## config.mk

```make
export PLATFORM = sky130hd
export DESIGN_NAME = uart_tx_arbiter
export DESIGN_NICKNAME = d
export VERILOG_FILES = /design/src/rtl/uart_tx_arbiter.sv
export SDC_FILE = /design/constraint.sdc
export NUM_CORES = 1
export LEC_CHECK = 0
export CORE_UTILIZATION = 35
export DETAILED_ROUTE_END_ITERATION = 7
export GPL_TIMING_DRIVEN = 1
export HOLD_SLACK_MARGIN = 0.05
export PLACE_DENSITY = 0.68
export SKIP_CTS_REPAIR_TIMING = 1
export SLEW_MARGIN = 10
export SYNTH_ARGS = -nofsm -noshare
export SYNTH_HDL_FRONTEND = slang
export SYNTH_SLANG_ARGS = --single-unit
export TNS_END_PERCENT = 10
```

## constraint.sdc

```tcl
create_clock -name clk -period 5.25 [get_ports clk]
set_clock_uncertainty 0.1 [all_clocks]
set_input_delay 0.525 -clock clk [delete_from_list [all_inputs] [get_ports clk]]
set_output_delay 0.525 -clock clk [all_outputs]
set_load 0.05 [all_outputs]
```

## src/rtl/uart_tx_arbiter.sv

```systemverilog
// Round-robin arbiter feeding one UART transmitter from NUM_REQ byte requesters.
// Build option: define UART_ARB_TIMEOUT_EN to add the busy-rise timeout counter.
module uart_tx_arbiter #(
  parameter int NUM_REQ        = 4,
  parameter int BIT_WIDTH      = 8,
  parameter int TIMEOUT_CYCLES = 1024
) (
  input  logic                         clk,
  input  logic                         rst,
  input  logic [NUM_REQ-1:0]           req,
  input  logic [NUM_REQ*BIT_WIDTH-1:0] req_data,
  output logic [NUM_REQ-1:0]           gnt,
  output logic                         uart_send,
  output logic [BIT_WIDTH-1:0]         uart_tx_data,
  input  logic                         uart_busy,
  output logic                         busy,
  output logic                         timeout_err,
  output logic [1:0]                   state_dbg
);

  localparam int IDX_W = $clog2(NUM_REQ);

  if (NUM_REQ < 2 || NUM_REQ > 8) begin : g_bad_num_req
    $error("uart_tx_arbiter: NUM_REQ must be in 2..8");
  end
  if (TIMEOUT_CYCLES < 2) begin : g_bad_timeout
    $error("uart_tx_arbiter: TIMEOUT_CYCLES must be at least 2");
  end

  typedef enum logic [1:0] {
    ST_IDLE      = 2'd0,
    ST_WAIT_BUSY = 2'd1,
    ST_WAIT_DONE = 2'd2
  } state_t;

  state_t               state_q, state_d;
  logic                 send_q, send_d;
  logic [BIT_WIDTH-1:0] data_q, data_d;
  logic [IDX_W-1:0]     last_q, last_d;
  logic                 terr_q, terr_d;

  logic                 winner_found;
  logic [IDX_W-1:0]     winner_idx;
  logic [IDX_W-1:0]     cand;
  logic [BIT_WIDTH-1:0] sel_data;
  logic                 grant_fire;

  // Search starts one past the last winner so a requester held high yields to the others.
  always_comb begin
    winner_found = 1'b0;
    winner_idx   = '0;
    cand         = last_q;
    for (int k = 0; k < NUM_REQ; k++) begin
      cand = (cand == IDX_W'(NUM_REQ - 1)) ? '0 : cand + 1'b1;
      if (!winner_found && req[cand]) begin
        winner_found = 1'b1;
        winner_idx   = cand;
      end
    end
  end

  always_comb begin
    sel_data = '0;
    for (int i = 0; i < NUM_REQ; i++) begin
      if (winner_idx == IDX_W'(i)) begin
        sel_data = req_data[i*BIT_WIDTH +: BIT_WIDTH];
      end
    end
  end

  // Reset suppresses the grant so an aborted cycle never reports an accepted byte.
  assign grant_fire = (state_q == ST_IDLE) && winner_found && !rst;

  always_comb begin
    for (int i = 0; i < NUM_REQ; i++) begin
      gnt[i] = grant_fire && (winner_idx == IDX_W'(i));
    end
  end

`ifdef UART_ARB_TIMEOUT_EN
  localparam int CNT_W = (TIMEOUT_CYCLES > 1) ? $clog2(TIMEOUT_CYCLES) : 1;
  logic [CNT_W-1:0] cnt_q, cnt_d;
`endif

  // Handshake: uart_send stays high with uart_tx_data stable until the UART answers
  // with uart_busy=1; the transfer ends when uart_busy falls back to 0.
  always_comb begin
    state_d = state_q;
    send_d  = send_q;
    data_d  = data_q;
    last_d  = last_q;
    terr_d  = 1'b0;
`ifdef UART_ARB_TIMEOUT_EN
    cnt_d   = '0;
`endif
    case (state_q)
      ST_IDLE: begin
        if (winner_found) begin
          data_d  = sel_data;
          send_d  = 1'b1;
          last_d  = winner_idx;
          state_d = ST_WAIT_BUSY;
        end
      end
      ST_WAIT_BUSY: begin
        if (uart_busy) begin
          send_d  = 1'b0;
          state_d = ST_WAIT_DONE;
        end
`ifdef UART_ARB_TIMEOUT_EN
        else if (cnt_q == CNT_W'(TIMEOUT_CYCLES - 1)) begin
          send_d  = 1'b0;
          terr_d  = 1'b1;
          state_d = ST_IDLE;
        end else begin
          cnt_d = cnt_q + 1'b1;
        end
`endif
      end
      ST_WAIT_DONE: begin
        if (!uart_busy) begin
          state_d = ST_IDLE;
        end
      end
      default: begin
        send_d  = 1'b0;
        state_d = ST_IDLE;
      end
    endcase
  end

  always_ff @(posedge clk) begin
    if (rst) begin
      state_q <= ST_IDLE;
      send_q  <= 1'b0;
      data_q  <= '0;
      last_q  <= IDX_W'(NUM_REQ - 1);
      terr_q  <= 1'b0;
    end else begin
      state_q <= state_d;
      send_q  <= send_d;
      data_q  <= data_d;
      last_q  <= last_d;
      terr_q  <= terr_d;
    end
  end

`ifdef UART_ARB_TIMEOUT_EN
  always_ff @(posedge clk) begin
    if (rst) begin
      cnt_q <= '0;
    end else begin
      cnt_q <= cnt_d;
    end
  end

  assign timeout_err = terr_q;
`else
  assign timeout_err = 1'b0;
`endif

  assign uart_send    = send_q;
  assign uart_tx_data = data_q;
  assign busy         = (state_q != ST_IDLE);
  assign state_dbg    = state_q;

endmodule

```

==> metrics.csv, run 1 <==
metric,value,unit
Multi-input gate area,873,um^2
net switching power,434,uW
Pleak,0.660,nW
Slew headroom,0.501,
Worst path max stage delay,0.82,ns
Die Area,3770,um^2
largest net degree at the start of global routing,27,
"most common cell after layout, fill and taps aside",clkdlybuf4s50_1,
TritonCTS buffer count,3,
met2 WL,1.59,mm
Fin. Hold Viols,0,
filler instances,359,
asr flop ratio synth,0,
Worst Path Required,4.62,ns
Main synth FF type,dfxtp_1,
vias in the first global route,1120,
average wire per standard cell,13.3,um
Comb pwr share,0.744,
I/O pins,56,
"Net count, final",235,
Synth Instances,150,
number of synthesized flops with an enable pin,0,
Worst-Skew Late Latency,0.27,ns
clock root buffer,clkbuf_4,
run status,finished clean,
layout cells sized above 1,0.0412,
Power Internal,418,uW
First-pass DRT Iterations,4,
number of core rows,21,
Worst Path Max Fanout,26,
Yosys top cell by area,dfxtp_1,
total number of vias,1300,
Slew Limit Fails,0,
kind of critical path,register to output pin,
minimum clock period,4.57,ns
Power Total,852,uW
first-pass GRT wire length,4.71,mm
maximum vdd drop,200,uV
Antenna Cells,0,
unrepaired setup endpoints after global routing,no,
clock buffer depth,2,
Tcrit/Tclk final,0.871,
crit path DAT,3.95,ns
Hold Path Class,register to register,
initial antenna violation count,0,
Tot GR Track Use,0.168,
setup TNS,0,ns
remaining antenna violation count after routing,0,
vias per cell,5.42,
Die W,61.4,um
Pwr Density,483,nW/um^2
Yosys reg bits,13,
final setup violating endpoints,0,
Port Buf Inserts,54,
area share of the largest cell type after synthesis,0.211,
CTS tree,built,
Register Area,260,um^2
initial drt markers,130,
largest cells by area after synthesis,"dfxtp_1 21%, mux2i_1 14%, o31a_1 5.7%",
grt ovf,0,
reg2reg setup slack,2.10,ns
# DRC,0,
max frequency,0.219,GHz
library cells used by synthesis,50,
Placed Cells,236,
met3 wire length,191,um
sequential fraction of the synthesis area,0.211,
Initial Util,0.367,
Ys Warns,0,
MaxCap Viol Count,0,
Syn-to-layout area delta,42.8,%
slowest CP cell,clkdlybuf4s50_1,
clock power share,0.071,
Worst Setup Start Kind,register,
Metal-1 WL,1.37,mm
H-Tree Depth,1,
gpl congestion,0.822,
switching portion of total power,0.509,
WL final,3.20,mm
Slew @ Worst Pin,0.747,ns
most frequent cells in the layout,"54 x clkdlybuf4s50_1, 17 x mux2i_1, 15 x nor2_1",
Finished Layout Cells,240,
Post-DP HPWL,2.50,mm
core area,3360,um^2
Synth Area per Inst,8.22,um^2
CP Cell Sequence,ha_1 > or4bb_1 > nand3_1 > o21ai_1 > and2_1 > nand2_1 > nor2_1 > clkdlybuf4s50_1,
synthesized area,1230,um^2
Syn Nets,190,
chip height,61.4,um
sequential share of power,0.185,
DR top layer,met4,
CTS sink cnt,13,
Worst Setup End Kind,output pin,
Worst-path clk slew,0.07,ns
==> flip-flops by register name, summed over array words and instances (netlist names) <==
register and cells:
last_q 2, uart_send 1, state_dbg 2, uart_tx_data 8
==> Yosys cell counts, drive strengths merged (2+ instances only) <==
cell	count
clkbuf	3
nor2	15
a211oi	3
o21ai	7
a31oi	3
xnor2	2
nand2	14
o211ai	3
dfxtp	13
o31a	8
mux2	3
a21oi	7
or2	2
buf	11
and4b	3
nand3b	3
nand2b	3
nor3b	2
a21boi	3
nand3	2
mux2i	17
nand4bb	3
==> power groups by stage <==
stage          Sequential (mW)  Combinational, mW  Clock [mW]
4_1_cts                  0.157              0.636      0.0616
5_1_grt                  0.162              0.678      0.0686
3_3_place_gp             0.157              0.622           0
2_1_floorplan            0.220              0.454           0
6_report                 0.157              0.634      0.0606
3_5_place_dp             0.159              0.634           0
==> area by class of cell <==
class	instances	share of cell area
Timing Repair Buffer	54	0.307
Inverter	1	0.00213
Tap cell	46	0.0327
Sequential cell	13	0.148
Clock buffer	4	0.0149
Multi-Input combinational cell	122	0.496
==> worst max-delay path, delay by kind of cell, from the launching register on <==
family | cells | cell delay (ns)
buf+inv | 1 | 0.82
simple gates | 5 | 1.11
fa+ha+maj | 1 | 0.61
compound gates | 1 | 0.32
flops | 1 | 0.81
==> per-stage QoR <==
step           hold slack [ns]  worst slack, ns  utilization  area, um^2
6_report                 0.365            0.676        0.524        1760
5_1_grt                  0.403            0.343        0.524        1760
4_1_cts                  0.370            0.670        0.524        1760
3_5_place_dp             0.360            0.997        0.516        1740
3_3_place_gp             0.348             1.12        0.516        1740
2_1_floorplan            0.340             2.20            -        1230
==> per-layer routing <==
metal  up-vias  track usage
met5         -            0
met4         0       0.0667
met3         5       0.0294
met2        45        0.303
met1       599        0.198
li1        651            -
==> path summary, 6_finish.rpt <==
check | startpoint | to | depth (start not counted)
hold / removal | uart_send | uart_send | 2
setup reg to reg | last_q[0] | uart_tx_data[4] | 7
hold reg to reg | uart_send | uart_send | 2
setup / recovery | last_q[0] | gnt[2] | 8
==> logic make-up after synthesis <==
logic type | share of synthesized area
compound gates | 0.258
xor+xnor | 0.0142
fa+ha+maj | 0.0101
buf+inv | 0.0811
flops | 0.211
mux | 0.165
other cells | 0.00304
simple gates | 0.258
No activity file was read; power rests on OpenSTA's default activity.
==> run 2: changes to the inputs <==
--- a/config.mk
+++ b/config.mk
@@ -6,6 +6,7 @@
 export NUM_CORES = 1
 export LEC_CHECK = 0
 export CORE_UTILIZATION = 35
+export CTS_CLUSTER_SIZE = 8
 export DETAILED_ROUTE_END_ITERATION = 7
 export GPL_TIMING_DRIVEN = 1
 export HOLD_SLACK_MARGIN = 0.05
==> results of run 2 <==
Final layout, timing and power as in run 1 (identical DEF).
==> run 3: changes to the inputs <==
--- a/config.mk
+++ b/config.mk
@@ -5,6 +5,7 @@
 export SDC_FILE = /design/constraint.sdc
 export NUM_CORES = 1
 export LEC_CHECK = 0
+export CAP_MARGIN = 30
 export CORE_UTILIZATION = 35
 export CTS_CLUSTER_SIZE = 8
 export DETAILED_ROUTE_END_ITERATION = 7
==> results of run 3 <==
Final layout, timing and power as in run 1 (identical DEF).
